==> config.mk <==
export PLATFORM = sky130hd
export DESIGN_NAME = frame_fifo_to_axis_packer
export DESIGN_NICKNAME = d
export VERILOG_FILES = /design/src/rtl/frame_fifo_to_axis_packer.sv
export SDC_FILE = /design/constraint.sdc
export NUM_CORES = 1
export LEC_CHECK = 0
export BUFFER_PORTS_ARGS = -buffer_cell sky130_fd_sc_hd__buf_2
export CORE_MARGIN = 2
export CORE_UTILIZATION = 50
export CTS_CLUSTER_SIZE = 25
export DETAILED_ROUTE_END_ITERATION = 16
export GPL_TIMING_DRIVEN = 0
export MAX_ROUTING_LAYER = met4
export PLACE_DENSITY = 0.81
export SLEW_MARGIN = 40
export SYNTH_ARGS = -nofsm -noshare
export SYNTH_HDL_FRONTEND = slang
export SYNTH_SLANG_ARGS = --single-unit
==> constraint.sdc <==
create_clock -name clk -period 5.09 [get_ports clk]
set_input_delay 0.509 -clock clk [delete_from_list [all_inputs] [get_ports clk]]
set_output_delay 0.509 -clock clk [all_outputs]
set_load 0.005 [all_outputs]
==> src/rtl/frame_fifo_to_axis_packer.sv <==
// Frame FIFO to AXI-Stream packer.
// Packs PIXELS_PER_BEAT first-word-fall-through FIFO words into one registered
// AXIS beat. The packer locks onto start-of-frame and starts or stops only at
// line boundaries. A partial beat is flushed with tkeep. The block also flags
// early SOF and keeps status counters.
module frame_fifo_to_axis_packer #(
  parameter int FIFO_DATA_WIDTH   = 16,
  parameter int PIXELS_PER_BEAT   = 2,
  parameter int AXIS_DATA_WIDTH   = FIFO_DATA_WIDTH * PIXELS_PER_BEAT,
  parameter int AXIS_STROBE_WIDTH = AXIS_DATA_WIDTH / 8,
  parameter int USER_DEPTH        = 1
) (
  input  logic                         clk,
  input  logic                         rst_n,
  input  logic                         i_enable,
  input  logic                         i_clear_errors,
  input  logic                         i_frame_fifo_ready,
  output logic                         o_frame_fifo_next_stb,
  input  logic                         i_frame_fifo_sof,
  input  logic                         i_frame_fifo_last,
  input  logic [FIFO_DATA_WIDTH-1:0]   i_frame_fifo_data,
  output logic [USER_DEPTH-1:0]        o_axis_user,
  input  logic                         i_axis_ready,
  output logic [AXIS_DATA_WIDTH-1:0]   o_axis_data,
  output logic [AXIS_STROBE_WIDTH-1:0] o_axis_keep,
  output logic                         o_axis_last,
  output logic                         o_axis_valid,
  output logic                         o_busy,
  output logic                         o_sof_error,
  output logic [15:0]                  o_drop_count,
  output logic [15:0]                  o_line_count,
  output logic [31:0]                  o_frame_count
);

  localparam int LANE_KEEP = FIFO_DATA_WIDTH / 8;
  localparam int CNT_W     = $clog2(PIXELS_PER_BEAT + 1);

  typedef enum logic [1:0] {
    ST_IDLE,
    ST_SYNC,
    ST_STREAM
  } state_e;

  state_e                       state_q;
  logic                         stop_q;      // enable dropped; finish the current line
  logic                         final_q;     // the closed beat is the last one before IDLE

  // Accumulator being filled from the FIFO
  logic [AXIS_DATA_WIDTH-1:0]   acc_data_q;
  logic [AXIS_STROBE_WIDTH-1:0] acc_keep_q;
  logic [CNT_W-1:0]             acc_cnt_q;
  logic                         acc_closed_q;
  logic                         acc_user_q;
  logic                         acc_last_q;

  // Output register presented on AXIS
  logic [AXIS_DATA_WIDTH-1:0]   axis_data_q;
  logic [AXIS_STROBE_WIDTH-1:0] axis_keep_q;
  logic                         axis_user_q;
  logic                         axis_last_q;
  logic                         axis_valid_q;

  logic                         sof_error_q;
  logic [15:0]                  drop_q;
  logic [15:0]                  line_q;
  logic [31:0]                  frame_q;

  logic                         acc_xfer;
  logic                         acc_open;
  logic [CNT_W-1:0]             eff_cnt;
  logic                         early_sof;
  logic                         pop_stream;
  logic                         pop_sync;
  logic                         word_closes;
  logic                         word_final;

  // Pop, transfer and close decisions for the current cycle
  always_comb begin
    // NOTE: every signal gets a default first, so no path through this block leaves a latch behind.
    acc_xfer    = 1'b0;
    acc_open    = 1'b0;
    eff_cnt     = '0;
    early_sof   = 1'b0;
    pop_stream  = 1'b0;
    pop_sync    = 1'b0;
    word_closes = 1'b0;
    word_final  = 1'b0;

    acc_xfer = acc_closed_q & (~axis_valid_q | i_axis_ready);
    acc_open = ~acc_closed_q | acc_xfer;
    // A beat that is moving out this cycle frees all lanes for the incoming word
    eff_cnt  = acc_xfer ? '0 : acc_cnt_q;

    if (state_q == ST_STREAM && i_frame_fifo_ready && acc_open && !final_q) begin
      if (i_frame_fifo_sof && eff_cnt != '0) begin
        early_sof = 1'b1;
      end else begin
        pop_stream = 1'b1;
      end
    end

    pop_sync = (state_q == ST_SYNC) & i_enable & i_frame_fifo_ready & ~i_frame_fifo_sof;

    word_closes = pop_stream &
                  ((eff_cnt + CNT_W'(1) == CNT_W'(PIXELS_PER_BEAT)) | i_frame_fifo_last);
    word_final  = pop_stream & i_frame_fifo_last & (stop_q | ~i_enable);
  end

  assign o_frame_fifo_next_stb = pop_stream | pop_sync;

  // FSM, accumulator, output register and status counters
  always_ff @(posedge clk or negedge rst_n) begin
    if (!rst_n) begin
      // NOTE: the accumulator data is reset as well, because a beat caught mid-fill is thrown away and the lanes must read back as zero.
      state_q      <= ST_IDLE;
      stop_q       <= 1'b0;
      final_q      <= 1'b0;
      acc_data_q   <= '0;
      acc_keep_q   <= '0;
      acc_cnt_q    <= '0;
      acc_closed_q <= 1'b0;
      acc_user_q   <= 1'b0;
      acc_last_q   <= 1'b0;
      axis_data_q  <= '0;
      axis_keep_q  <= '0;
      axis_user_q  <= 1'b0;
      axis_last_q  <= 1'b0;
      axis_valid_q <= 1'b0;
      sof_error_q  <= 1'b0;
      drop_q       <= '0;
      line_q       <= '0;
      frame_q      <= '0;
    end else begin
      // NOTE: all state here uses non-blocking assignment, so every statement sees the values from before the edge.
      // Output register: load a closed beat, or retire an accepted one
      if (acc_xfer) begin
        axis_data_q  <= acc_data_q;
        axis_keep_q  <= acc_keep_q;
        axis_user_q  <= acc_user_q;
        axis_last_q  <= acc_last_q;
        axis_valid_q <= 1'b1;
      end else if (i_axis_ready) begin
        axis_valid_q <= 1'b0;
      end

      // Frame and line counters advance on an accepted beat
      if (axis_valid_q && i_axis_ready) begin
        if (axis_user_q) begin
          frame_q <= frame_q + 32'd1;
          line_q  <= axis_last_q ? 16'd1 : 16'd0;
        end else if (axis_last_q) begin
          line_q  <= line_q + 16'd1;
        end
      end

      // Sticky SOF error; a new error wins over a clear
      if (early_sof) begin
        sof_error_q <= 1'b1;
      end else if (i_clear_errors) begin
        sof_error_q <= 1'b0;
      end

      // Accumulator: empty it on transfer, then optionally fill the next lane
      if (acc_xfer) begin
        acc_data_q   <= '0;
        acc_keep_q   <= '0;
        acc_cnt_q    <= '0;
        acc_closed_q <= 1'b0;
        acc_user_q   <= 1'b0;
        acc_last_q   <= 1'b0;
        final_q      <= 1'b0;
      end
      if (pop_stream) begin
        for (int l = 0; l < PIXELS_PER_BEAT; l++) begin
          if (eff_cnt == CNT_W'(l)) begin
            acc_data_q[l*FIFO_DATA_WIDTH +: FIFO_DATA_WIDTH] <= i_frame_fifo_data;
            acc_keep_q[l*LANE_KEEP +: LANE_KEEP]             <= '1;
          end
        end
        acc_cnt_q    <= eff_cnt + CNT_W'(1);
        acc_closed_q <= word_closes;
        acc_last_q   <= i_frame_fifo_last;
        final_q      <= word_final;
        if (eff_cnt == '0) begin
          acc_user_q <= i_frame_fifo_sof;
        end
      end
      if (early_sof) begin
        acc_closed_q <= 1'b1;
        acc_last_q   <= 1'b1;
      end

      // Control FSM
      case (state_q)
        ST_IDLE: begin
          stop_q <= 1'b0;
          if (i_enable) state_q <= ST_SYNC;
        end
        ST_SYNC: begin
          if (!i_enable) begin
            state_q <= ST_IDLE;
          end else if (pop_sync) begin
            if (drop_q != 16'hFFFF) drop_q <= drop_q + 16'd1;
          end else if (i_frame_fifo_ready) begin
            state_q <= ST_STREAM;
          end
        end
        ST_STREAM: begin
          if (!i_enable) stop_q <= 1'b1;
          if (acc_xfer && final_q) begin
            state_q <= ST_IDLE;
            stop_q  <= 1'b0;
          end
        end
        default: state_q <= ST_IDLE;
      endcase
    end
  end

  assign o_axis_data   = axis_data_q;
  assign o_axis_keep   = axis_keep_q;
  assign o_axis_user   = USER_DEPTH'(axis_user_q);
  assign o_axis_last   = axis_last_q;
  assign o_axis_valid  = axis_valid_q;
  assign o_busy        = (state_q != ST_IDLE);
  assign o_sof_error   = sof_error_q;
  assign o_drop_count  = drop_q;
  assign o_line_count  = line_q;
  assign o_frame_count = frame_q;

endmodule

==> flow_metrics.env <==
export IMPL_rsz0062_at_grt="false"
export IMPL_cp_arrival_ns=3.06
export IMPL_timing_rr_start="o_axis_valid$_DFFE_PN0P_"
export IMPL_crit_type="flip-flop to output port"
export IMPL_synth_edff_count=0
export IMPL_htreeDepth=4
export IMPL_final_min_clock_period_ns=3.57
export IMPL_relSlewSlack_pct=56.0
export IMPL_place_inst=940
export IMPL_core_sq_um=12200
export IMPL_firstDrtPassIters=5
export IMPL_synth_seq_cells=149
export IMPL_antenna_found_initial=0
export IMPL_grt_busiest_layer="met2"
export IMPL_setup_viol=0
export IMPL_numCtsBuffers=17
export IMPL_powerDensity_nw_per_um2=334
export IMPL_holdBufCountCts=0
export IMPL_antenna_left=0
export IMPL_crit_start="o_axis_valid$_DFFE_PN0P_"
export IMPL_ys_types=38
export IMPL_place_congestion=0.829
export IMPL_p_leak_nw=4.30
export IMPL_p_int_mw=2.06
export IMPL_grt_use_total_pct=22.0
export IMPL_setup_ws_ns=1.52
export IMPL_drive_above_1_share_pct=22.0
export IMPL_grt_pass1_vias=4694
export IMPL_yosys_warnings=0
export IMPL_synthFlopType="dfrtp_1"
export IMPL_netlist_area_sq_um=6290
export IMPL_slew_violations=0
export IMPL_synth_nets=671
export IMPL_start_kind="flip-flop"
export IMPL_nets=820
export IMPL_synthTopCellsByArea="dfrtp_1, nand2_1, xnor2_1"
export IMPL_diodes=0
export IMPL_die_w_um=116
export IMPL_fin_worst_skew_ns=0.00660
export IMPL_drc=0
export IMPL_cts_tree="yes"
export IMPL_dp_final_hpwl_um=9510
export IMPL_cts_max_path_buffers=2
export IMPL_stdcell_count=971
export IMPL_cts_root_buf="clkbuf_16"
export IMPL_cp_end_kind="output port"
export IMPL_fin_tns_setup_ns=0
export IMPL_dp_slack_ns=1.64
export IMPL_syn_avg_cell_area_sq_um=9.80
export IMPL_fillerInstances=969
export IMPL_cts_sinks=149
export IMPL_cts_setup_buffers=0
export IMPL_wl_per_cell_um=13.7
export IMPL_io_pins=130
export IMPL_die_area_sq_um=13500
export IMPL_numPortBuffers=129
export IMPL_fin_crit_sh_pct=70.1
export IMPL_cts_repair_resize_count=0
export IMPL_grt_pass1_wl_um=22500
export IMPL_p_switching_mw=0.555
export IMPL_final_seq_area_sq_um=3730
export IMPL_worst_pin_slew_ns=0.656
export IMPL_final_cell_area_sq_um=7810
export IMPL_avgViaCountPerCell=5.11
export IMPL_layout_common_cells="nand2_1, dfrtp_1, buf_2"
export IMPL_hold_viol=0
export IMPL_clk_latency_ns=0.42
export IMPL_critPathRequiredTime_ns=4.58
export IMPL_area_delta_synth_final_pct=24.2
export IMPL_yosysSeqAreaShare_pct=59.3
export IMPL_die_y_um=116
export IMPL_rows=40
export IMPL_worstPathMaxFanout=10
export IMPL_drtIter0Drc=326
export IMPL_multi_input_area_sq_um=2420
export IMPL_met3_usage_pct=5.29
export IMPL_combinationalPowerShare_pct=3.1
export IMPL_wl_um=13300
export IMPL_place_area_sq_um=7180
export IMPL_grt_max_degree=79
export IMPL_cts_clk_slew_worst_paths_ns=0.06
export IMPL_swShare_pct=21.3
export IMPL_synth_top_area_cell="dfrtp_1"
export IMPL_sequentialPowerShare_pct=46.6
export IMPL_drv_cap=0
export IMPL_pwr_share_clk_pct=50.3
export IMPL_ir_drop_mv=0.258
export IMPL_grtUsageMet1_pct=30.0
export IMPL_max_freq_mhz=280
export IMPL_met2_usage_pct=32.7
export IMPL_num_vias=4962
export IMPL_min_path_type="input pin to async pin"
export IMPL_overflow=0
export IMPL_syn_instance_count=642
export IMPL_layout_commonest_cell="nand2_1"
export IMPL_yosys_area_top_type_share_pct=59.3
export IMPL_start_util_pct=51.7
export IMPL_outcome="completed"
export IMPL_async_reset_ff_share_pct=100
==> final timing paths <==
| path | cells after the start | slack (ns) | endpoint |
|---|---|---|---|
| worst max-delay path | 10 | 1.52 | o_frame_fifo_next_stb |
| worst min-delay path | 1 | 0.05 | o_line_count[11]$_DFFE_PN0P_ |
| worst max register to register | 10 | 2.01 | acc_data_q[10]$_DFF_PN0_ |
| worst min register to register | 1 | 0.46 | o_frame_count[31]$_DFFE_PN0P_ |
| max in group asynchronous | 2 | 4.29 | o_axis_keep[3]$_DFFE_PN0P_ |
| min in group clk | 2 | 0.29 | o_sof_error$_DFFE_PN0P_ |
==> sequential cells by signal (all words and copies together) (netlist names), 2 cells and up <==
signal / cells
acc_data_q: 32
o_axis_data: 32
o_frame_count: 32
o_drop_count: 16
o_line_count: 16
acc_keep_q: 4
o_axis_keep: 4
acc_cnt_q: 2
state_q: 2
==> power by group through the flow <==
stage / clock, mW / sequential, mW / combinational [mW]
2_1_floorplan: 0 / 1.24 / 0.0262
3_3_place_gp: 0 / 1.24 / 0.0804
3_5_place_dp: 0 / 1.24 / 0.0839
4_1_cts: 1.34 / 1.22 / 0.0846
5_1_grt: 1.40 / 1.22 / 0.0956
6_report: 1.31 / 1.22 / 0.0820
==> cell usage after synthesis, types with 8 or more instances <==
master,n
nor3_1,10
inv_1,10
clkbuf_1,13
xnor2_1,31
and4_1,8
dfrtp_1,149
nand3_1,40
nor2_1,26
nand4_1,11
and3_1,13
o21ai_0,23
nand2_1,221
xor2_1,26
==> routing by layer <==
layer	vias up	wire [um]
met5	-	0
met4	0	180
met3	15	711
met2	141	6250
met1	2389	6190
li1	2417	-
==> critical path, cell delays in order (launching register included) <==
cell	delay [ns]
dfrtp_1	0.44
nand2b_1	0.11
nand2_1	0.26
clkbuf_1	0.38
buf_1	0.48
nand2_1	0.17
ha_1	0.25
nand2b_1	0.16
nand2_1	0.16
nand2_1	0.09
buf_2	0.13
==> stage by stage <==
step | util, % | power [mW] | hold WS (ns)
after floorplan | - | 1.26 | 0.213
after global placement | 58.7 | 1.32 | 0.448
after detailed placement | 59.1 | 1.32 | 0.449
after CTS | 64.2 | 2.64 | 0.0643
after global routing | 64.2 | 2.72 | 0.0779
final | 64.2 | 2.61 | 0.0477
==> area by class of cell <==
cell class / instances / share of cell area (%)
well taps: 168 / 2.69
inverters: 10 / 0.481
plain buffers: 22 / 1.25
clock inverters: 14 / 2.58
clock buffers: 17 / 5.45
repair buffers: 130 / 8.75
flip-flops and latches: 149 / 47.7
multi-input cells: 461 / 31.1
==> cells by family (layout without fill, tap and decap cells) <==
kind of cell             after synthesis  after routing  share of synthesized area [%]
adder cells (fa/ha/maj)                5              5                          0.995
multiplexers                           4              4                          0.756
flip-flops                           149            149                           59.3
AO/OA/AOI/OAI                         40             40                           3.62
AND/OR/NAND/NOR                      355            355                           25.2
XOR/XNOR                              57             57                           7.94
buffers and inverters                 32            193                           2.15
(Power assumes the default switching activity.)
